$ cat src/rtl/cdc_hs_pkg.sv
// Shared types for the 4-phase req/ack crossing controllers.
package cdc_hs_pkg;

  typedef enum logic [1:0] {
    IDLE    = 2'd0,
    REQ     = 2'd1,
    RELEASE = 2'd2,
    ABORT   = 2'd3
  } hs_state_t;

  localparam int XFER_CNT_W = 16;

endpackage

$ cat src/rtl/cdc_sync_ff.sv
// Parametric multi-flop synchronizer chain; shared by the source (ack) and destination (req) sides.
module cdc_sync_ff #(
  parameter int STAGES = 2,
  parameter int WIDTH  = 1
) (
  input  logic             clk_i,
  input  logic             rst_i,
  input  logic [WIDTH-1:0] d_i,
  output logic [WIDTH-1:0] q_o
);

  logic [STAGES-1:0][WIDTH-1:0] sync_q;

  always_ff @(posedge clk_i) begin
    if (rst_i) sync_q <= '0;
    else       sync_q <= {sync_q[STAGES-2:0], d_i};
  end

  assign q_o = sync_q[STAGES-1];

endmodule

$ cat src/rtl/cdc_hs_tx_ctrl.sv
// Source side of a 4-phase req/ack crossing: holds the payload stable while req/ack
// sequence through a synchronizer, counts completions and aborts stalled phases.
module cdc_hs_tx_ctrl
  import cdc_hs_pkg::*;
#(
  parameter int DATA_WIDTH     = 8,
  parameter int SYNC_STAGES    = 2,
  parameter int TIMEOUT_CYCLES = 64
) (
  input  logic                  clk_i,
  input  logic                  rst_i,
  input  logic                  s_valid_i,
  output logic                  s_ready_o,
  input  logic [DATA_WIDTH-1:0] s_data_i,
  output logic                  req_o,
  output logic [DATA_WIDTH-1:0] data_o,
  input  logic                  ack_i,
  output logic                  busy_o,
  output logic                  done_o,
  output logic                  timeout_o,
  output logic [XFER_CNT_W-1:0] xfer_cnt_o
);

  // A disabled timeout still needs a legal 1-bit counter; it is simply never advanced.
  localparam int CNT_W = (TIMEOUT_CYCLES > 0) ? $clog2(TIMEOUT_CYCLES + 1) : 1;
  localparam logic [CNT_W-1:0] TO_LIM = CNT_W'(TIMEOUT_CYCLES);
  localparam bit TO_EN = (TIMEOUT_CYCLES > 0);

  hs_state_t             state_q, state_d;
  logic                  req_q, req_d;
  logic [DATA_WIDTH-1:0] data_q, data_d;
  logic                  done_q, done_d;
  logic                  to_q, to_d;
  logic [CNT_W-1:0]      phase_q, phase_d;
  logic [XFER_CNT_W-1:0] xfer_q, xfer_d;
  logic                  ack_s;
  logic                  timed_out;

  cdc_sync_ff #(
    .STAGES (SYNC_STAGES),
    .WIDTH  (1)
  ) u_ack_sync (
    .clk_i (clk_i),
    .rst_i (rst_i),
    .d_i   (ack_i),
    .q_o   (ack_s)
  );

  assign timed_out = TO_EN && (phase_q == TO_LIM);

  always_comb begin
    state_d = state_q;
    req_d   = req_q;
    data_d  = data_q;
    done_d  = 1'b0;
    to_d    = 1'b0;
    phase_d = phase_q;
    xfer_d  = xfer_q;
    case (state_q)
      IDLE: begin
        if (s_valid_i && s_ready_o) begin
          data_d  = s_data_i;
          req_d   = 1'b1;
          phase_d = '0;
          state_d = REQ;
        end
      end
      REQ: begin
        // Exit condition is checked first so a late ack beats the timeout.
        if (ack_s) begin
          req_d   = 1'b0;
          phase_d = '0;
          state_d = RELEASE;
        end else if (timed_out) begin
          req_d   = 1'b0;
          to_d    = 1'b1;
          state_d = ABORT;
        end else if (TO_EN) begin
          phase_d = phase_q + CNT_W'(1);
        end
      end
      RELEASE: begin
        if (!ack_s) begin
          done_d  = 1'b1;
          xfer_d  = xfer_q + XFER_CNT_W'(1);
          state_d = IDLE;
        end else if (timed_out) begin
          to_d    = 1'b1;
          state_d = ABORT;
        end else if (TO_EN) begin
          phase_d = phase_q + CNT_W'(1);
        end
      end
      ABORT: begin
        req_d = 1'b0;
        if (!ack_s) state_d = IDLE;
      end
      default: state_d = IDLE;
    endcase
  end

  always_ff @(posedge clk_i) begin
    if (rst_i) begin
      state_q <= IDLE;
      req_q   <= 1'b0;
      data_q  <= '0;
      done_q  <= 1'b0;
      to_q    <= 1'b0;
      phase_q <= '0;
      xfer_q  <= '0;
    end else begin
      state_q <= state_d;
      req_q   <= req_d;
      data_q  <= data_d;
      done_q  <= done_d;
      to_q    <= to_d;
      phase_q <= phase_d;
      xfer_q  <= xfer_d;
    end
  end

  // Holding off while a stale ack is still visible keeps a new req from aliasing the old one.
  assign s_ready_o  = (state_q == IDLE) && !ack_s;
  assign req_o      = req_q;
  assign data_o     = data_q;
  assign busy_o     = (state_q != IDLE);
  assign done_o     = done_q;
  assign timeout_o  = to_q;
  assign xfer_cnt_o = xfer_q;

endmodule
$ cat config.mk
export PLATFORM = sky130hd
export DESIGN_NAME = cdc_hs_tx_ctrl
export DESIGN_NICKNAME = d
export VERILOG_FILES = /design/src/rtl/cdc_hs_pkg.sv /design/src/rtl/cdc_sync_ff.sv /design/src/rtl/cdc_hs_tx_ctrl.sv
export SDC_FILE = /design/constraint.sdc
export NUM_CORES = 1
export LEC_CHECK = 0
export BUFFER_PORTS_ARGS = -buffer_cell sky130_fd_sc_hd__buf_4
export CORE_MARGIN = 5
export CORE_UTILIZATION = 55
export CTS_CLUSTER_SIZE = 28
export DETAILED_ROUTE_END_ITERATION = 10
export PLACE_DENSITY = 0.83
export SLEW_MARGIN = 40
export SYNTH_ARGS = -nofsm -noshare
export SYNTH_HDL_FRONTEND = slang
export SYNTH_SLANG_ARGS = --single-unit
$ cat constraint.sdc
create_clock -name clk_i -period 3.9 [get_ports clk_i]
set_input_delay 0.195 -clock clk_i [delete_from_list [all_inputs] [get_ports clk_i]]
set_output_delay 0.195 -clock clk_i [all_outputs]
set_load 0.05 [all_outputs]
Word-level counts from Yosys, hierarchy flattened
Index checks and enable logic that the tools add are counted.

Flip-flop bits (word level): 38. Bits of input ports: 12.

$add $sub $neg: 2. Eq/ne operators: 8. Mux-type cells: 20. Bitwise gates (word level): 2. Reductions and logical operators: 13.

Operators by type and width (number): $mux W7 (4); $pmux W7 S3 (1); $add A16 B1 Y16 const B (1); $mux W2 (5); $pmux W2 S4 (1); $add A7 B1 Y7 const B (1); $eq A7 B7 Y1 const B (1); $mux W1 (7); $reduce_and A2 Y1 (3); $reduce_and A3 Y1 (2); $reduce_bool A3 Y1 (2); $eq A2 B2 Y1 const B (2); $ne A2 B2 Y1 const B (2); $ne A3 B2 Y1 const B (1); $pmux W1 S3 (1); $eq A2 B1 Y1 const B (1); $logic_and A1 B1 Y1 (2); $logic_not A2 Y1 (1); $ne A2 B1 Y1 const B (1); $not A1 Y1 (2); $pmux W1 S2 (1); $reduce_bool A2 Y1 (1); $reduce_or A2 Y1 (1); $logic_not A1 Y1 (1).

Longest topological paths before layout
Depth in word-level cells: 5. Depth in mapped cells: 8. Mapped depth without buffers: 6.

Hierarchy
From an unflattened synthesis, not the netlist that was laid out.

Cell total of the unflattened synthesis: 211. Area total of the unflattened synthesis: 1863.0 µm².

Modules (own cells, without submodules): cdc_hs_tx_ctrl (times used 1, cells an instance 207, area an instance 1810.5 µm², sequential area each 720.7 µm²); cdc_sync_ff (times used 1, cells an instance 4, area an instance 52.6 µm², sequential area each 40.0 µm²).

Least setup slack after synthesis
OpenSTA, ideal clock, no wires.

Path kind: register to register. From: register state_q[0]. To: register data_q[5], in the netlist data_o[5]. Library setup time: 133 ps. Data arrival time: 1915 ps. Required time: 3767 ps. Slack: 1853 ps. Stages on the path, launching flop included: 8. Buffers on the path: 1. Clock period less this slack: 2047 ps. Cells stage by stage: dfxtp_1 > inv_1 > ha_1 > nor2b_1 > clkbuf_1 > nand2_1 > nand2_1 > a21oi_1.

Cells in the longest elaborated chain, start to end: 4.

RTL lines: from (decl) (line cdc_hs_tx_ctrl.sv:29) `hs_state_t state_q, state_d;`; from (signal assigned) (line cdc_hs_tx_ctrl.sv:112) `state_q <= state_d;`; $logic_not A2 Y1 (line cdc_hs_tx_ctrl.sv:123) `assign s_ready_o = (state_q == IDLE) && !ack_s;`; $logic_and A1 B1 Y1 (line cdc_hs_tx_ctrl.sv:123); via s_ready_o (line cdc_hs_tx_ctrl.sv:13) `output logic s_ready_o,`; $logic_and A1 B1 Y1 (line cdc_hs_tx_ctrl.sv:61) `if (s_valid_i && s_ready_o) begin`; $reduce_and A2 Y1 (no source line); to (signal assigned) (line cdc_hs_tx_ctrl.sv:114) `data_q <= data_d;`; to (decl) (line cdc_hs_tx_ctrl.sv:31) `logic [DATA_WIDTH-1:0] data_q, data_d;`.

The timed path passes the listed nets, and every way through them passes these cells. A chain may end at the register's enable or synchronous reset.

Worst setup path after layout
From: register state_q[1]. To: output port s_ready_o.

Cells in the longest elaborated chain, start to end: 2.

RTL lines (line): $logic_not A2 Y1 (cdc_hs_tx_ctrl.sv:123); $logic_and A1 B1 Y1 (cdc_hs_tx_ctrl.sv:123); to (decl) (cdc_hs_tx_ctrl.sv:13).

Every way passes these cells.

==> impl_summary.txt <==
----------------------------------------------------
[Clock network]
  Level count of the clock H-tree ... 2
  Resize count post-CTS ... 0
  Clock Tree Root ... clkbuf_4
  CTS hold repair buffers ... 0
  Clock latency on the worst-skew pair ... 340 ps
  Number of clock sinks seen by CTS ... 38
  Clk buf depth ... 2
  Clk slew on worst S/H paths ... 120 ps
  Clock tree from TritonCTS ... yes
  Buffers inserted by post-CTS timing repair ... 0
  CTS Buf Count ... 5

[Setup path]
  Category of the critical setup timing path ... reg2out
  Critical Path Max Stage Delay ... 620 ps
  Reg-to-reg slack, setup ... 1670 ps
  Startpoint class of the critical path ... register
  CP Capture Type ... output port
  Arrival time at the worst endpoint ... 2060 ps
  Required time at the endpoint of the critical path ... 3700 ps
  Chain of cells forming the critical path ... inv_1 > ha_1 > nor2b_1 > buf_4
  Slowest CP cell ... nor2b_1
  Reg2Reg Capture Point ... phase_q[6]$_SDFFE_PP0P_
  Critical register-to-register path startpoint ... state_q[0]$_SDFFE_PP0P_
  R2R depth ... 6
  Maximum fanout along the worst path ... 10

[STA]
  Fin. max-slew vios ... 0
  Setup TNS after final layout ... 0 ps
  Pin slew with the least headroom to its limit ... 712 ps
  Clock Skew ... 12.9 ps
  Setup violations, final ... 0
  Part of the cycle the worst path needs ... 57.9%
  Max_slew headroom ... 52.4%
  Unrepaired setup endpoints after global routing ... false
  Fin. Hold Viols ... 0
  Clock period minus worst slack ... 2260 ps
  Fmax achieved ... 443 MHz
  Setup slack of the critical path after layout ... 1640 ps

[Floorplanning]
  Die outline area ... 0.00456 mm^2
  Core Footprint ... 0.00310 mm^2
  Die Width ... 67.5 um
  FP Rows ... 20
  Top-Level Pins ... 41
  Effective utilization at floorplan ... 58.6%
  Chip Height ... 67.5 um

[Yosys]
  Sequential cell area fraction in the yosys report ... 41.8%
  Count of flip-flops with a built-in enable after synthesis ... 0
  Count of yosys warnings during synthesis ... 0
  #FFs+latches synth ... 38
  Share of async-settable or async-resettable flops after synthesis ... 0%
  Average cell area after synthesis ... 8.58 um^2
  Cell with the most instances after synthesis ... dfxtp_1
  Summed instance area of the synthesized netlist ... 0.00182 mm^2
  Largest area contributor in the netlist ... dfxtp_1
  Number of unique standard cell types used by synthesis ... 37
  Ranking of synthesized cells by instance count ... dfxtp_1, a21oi_1, nand2_1, nand3_1, nor2_1
  Number of standard cells after synthesis ... 212
  Net count after synthesis ... 232
  Cell types with the largest area share after synthesis ... dfxtp_1, a21oi_1, ha_1
  Most common flop cell mapped by yosys ... dfxtp_1
  Fraction of synthesized cell area taken by the top area cell type ... 41.8%

[Hold path]
  Start point of the worst hold path ... ack_i
  Class of the tightest hold or removal check ... in2reg
  Count of cells along the worst hold path ... 2
  Endpoint, Worst Hold ... u_ack_sync.sync_q[0]$_SDFF_PP0_

[Route]
  Via total after detailed routing ... 1,614
  Vias per std cell ... 5.49
  Detailed Routing Iterations Pass 1 ... 4
  Routed Antenna Nets ... 0
  Overall routed net length ... 3870 um
  Iteration-0 DRC count of the detailed router ... 118
  Final routed wire length divided by cell count ... 13.2 um
  Total DRC errors in the routed layout ... 0

[Global route]
  First-pass GRT wire length ... 6470 um
  Total congestion overflow after global routing ... 0
  Maximum number of pins on one net before global-route repair ... 41
  Overall fraction of global-route tracks in use ... 18.2%
  Number of antenna violations at the first check in global routing ... 0
  Number of global-route vias before repair ... 1,499

[Power]
  Worst supply voltage drop on vdd ... 255 uV
  Post-layout power ... 0.000757 W
  Power per standard cell area ... 348 mW/mm^2
  Reported leakage power ... 0.850 nW

[Run]
  Count of maximum capacitance violations ... 0

[Cells and area]
  Number of filler instances in the final layout ... 272
  Diode count ... 0
  Multi-input gate area in the final layout ... 968 um^2
  Final nets ... 270
  Final Cell Area ... 0.00217 mm^2
  Fraction of layout cells with a size suffix above 1 ... 21.6%
  Area used by sequential logic in the layout ... 761 um^2
  Layout overhead on the synthesized area ... 19.5%

[Placement]
  Hpwl dp ... 2790 um
  Placed standard-cell area ... 0.00213 mm^2
  Routability congestion estimate ... 0.886
  Setup slack after placement ... 1720 ps
  Count of port buffers added during placement ... 40

[Run status]
  Result of the run ... completed

----------------------------------------------------
==> registers in the layout (all words and copies together), names as in the netlist <==
name and count:
data_o 8, req_o 1, u_ack_sync.q_o 1, phase_q 7, state_q 2, timeout_o 1, done_o 1, xfer_cnt_o 16
u_ack_sync.sync_q 1
==> cell usage in the layout (no fill, tap or decap), drive strengths merged, types with 4 or more instances in the layout <==
| master | Yosys | final |
|---|---|---|
| nor2b | 7 | 7 |
| nand4 | 6 | 6 |
| clkbuf | 7 | 5 |
| xnor2 | 8 | 8 |
| a21oi | 21 | 21 |
| o21ai | 7 | 7 |
| or3 | 4 | 4 |
| nand3 | 18 | 18 |
| nor2 | 14 | 14 |
| nor3 | 6 | 6 |
| ha | 8 | 8 |
| dfxtp | 38 | 38 |
| nand2 | 18 | 18 |
| buf | 2 | 40 |
| inv | 11 | 11 |
==> critical path, delay by kind of cell (launching register included) <==
family	cells	cell delay (ps)
DFF	1	360
adders and majority gates	1	300
and+or+nand+nor	1	620
buffers and inverters	2	430
==> worst max-delay path by stage <==
stage	end	start	cells past startpoint	slack, ps
6_report	s_ready_o	state_q[1]$_SDFFE_PP0P_	4	1640
5_1_grt	s_ready_o	state_q[1]$_SDFFE_PP0P_	4	1490
4_1_cts	s_ready_o	state_q[1]$_SDFFE_PP0P_	4	1650
3_5_place_dp	phase_q[6]$_SDFFE_PP0P_	state_q[0]$_SDFFE_PP0P_	6	1720
3_3_place_gp	phase_q[6]$_SDFFE_PP0P_	state_q[0]$_SDFFE_PP0P_	6	1820
2_1_floorplan	data_o[5]$_SDFFE_PP0P_	state_q[0]$_SDFFE_PP0P_	7	1850
==> report_power, final <==
group | switching, W | total, W | internal [W]
Clock | 0.000124 | 0.000189 | 0.0000649
Combinational | 0.000108 | 0.000160 | 0.0000523
Sequential | 0.00000773 | 0.000408 | 0.000400
Total | 0.000240 | 0.000757 | 0.000517
==> routing by layer <==
metal  share of wire (%)  up-vias  GRT usage, %
met5                   0        -             0
met4                0.49        0          4.81
met3                 7.9        2          6.49
met2                  45       63          29.3
met1                  46      722          22.9
li1                    -      827             -
==> final cells by class <==
| class | count | share of cell area (%) |
|---|---|---|
| Inverter | 11 | 1.90 |
| Clock inverter | 2 | 0.461 |
| Timing Repair Buffer | 40 | 13.8 |
| Clock buffer | 5 | 1.73 |
| Multi-Input combinational cell | 154 | 44.6 |
| Sequential cell | 38 | 35.0 |
| Tap cell | 44 | 2.53 |
==> logic make-up (layout without fill, tap and decap cells) <==
kind of cell,Yosys count,in the layout,share of synthesized area (%)
compound gates,46,46,16.0
buf+inv,20,58,4.95
fa+ha+maj,8,8,5.50
simple gates,86,86,24.8
xor+xnor,11,11,5.30
flops,38,38,41.8
mux,3,3,1.72
==> through the flow <==
stage	hold WS, ps	cells	utilization (%)
after floorplan	323	212	-
after global placement	407	287	68.5
after detailed placement	417	287	68.5
after CTS	64.8	294	70.0
after global routing	48.8	294	70.0
final	74.3	294	70.0
Note: power is estimated with default switching activity, not from simulation.
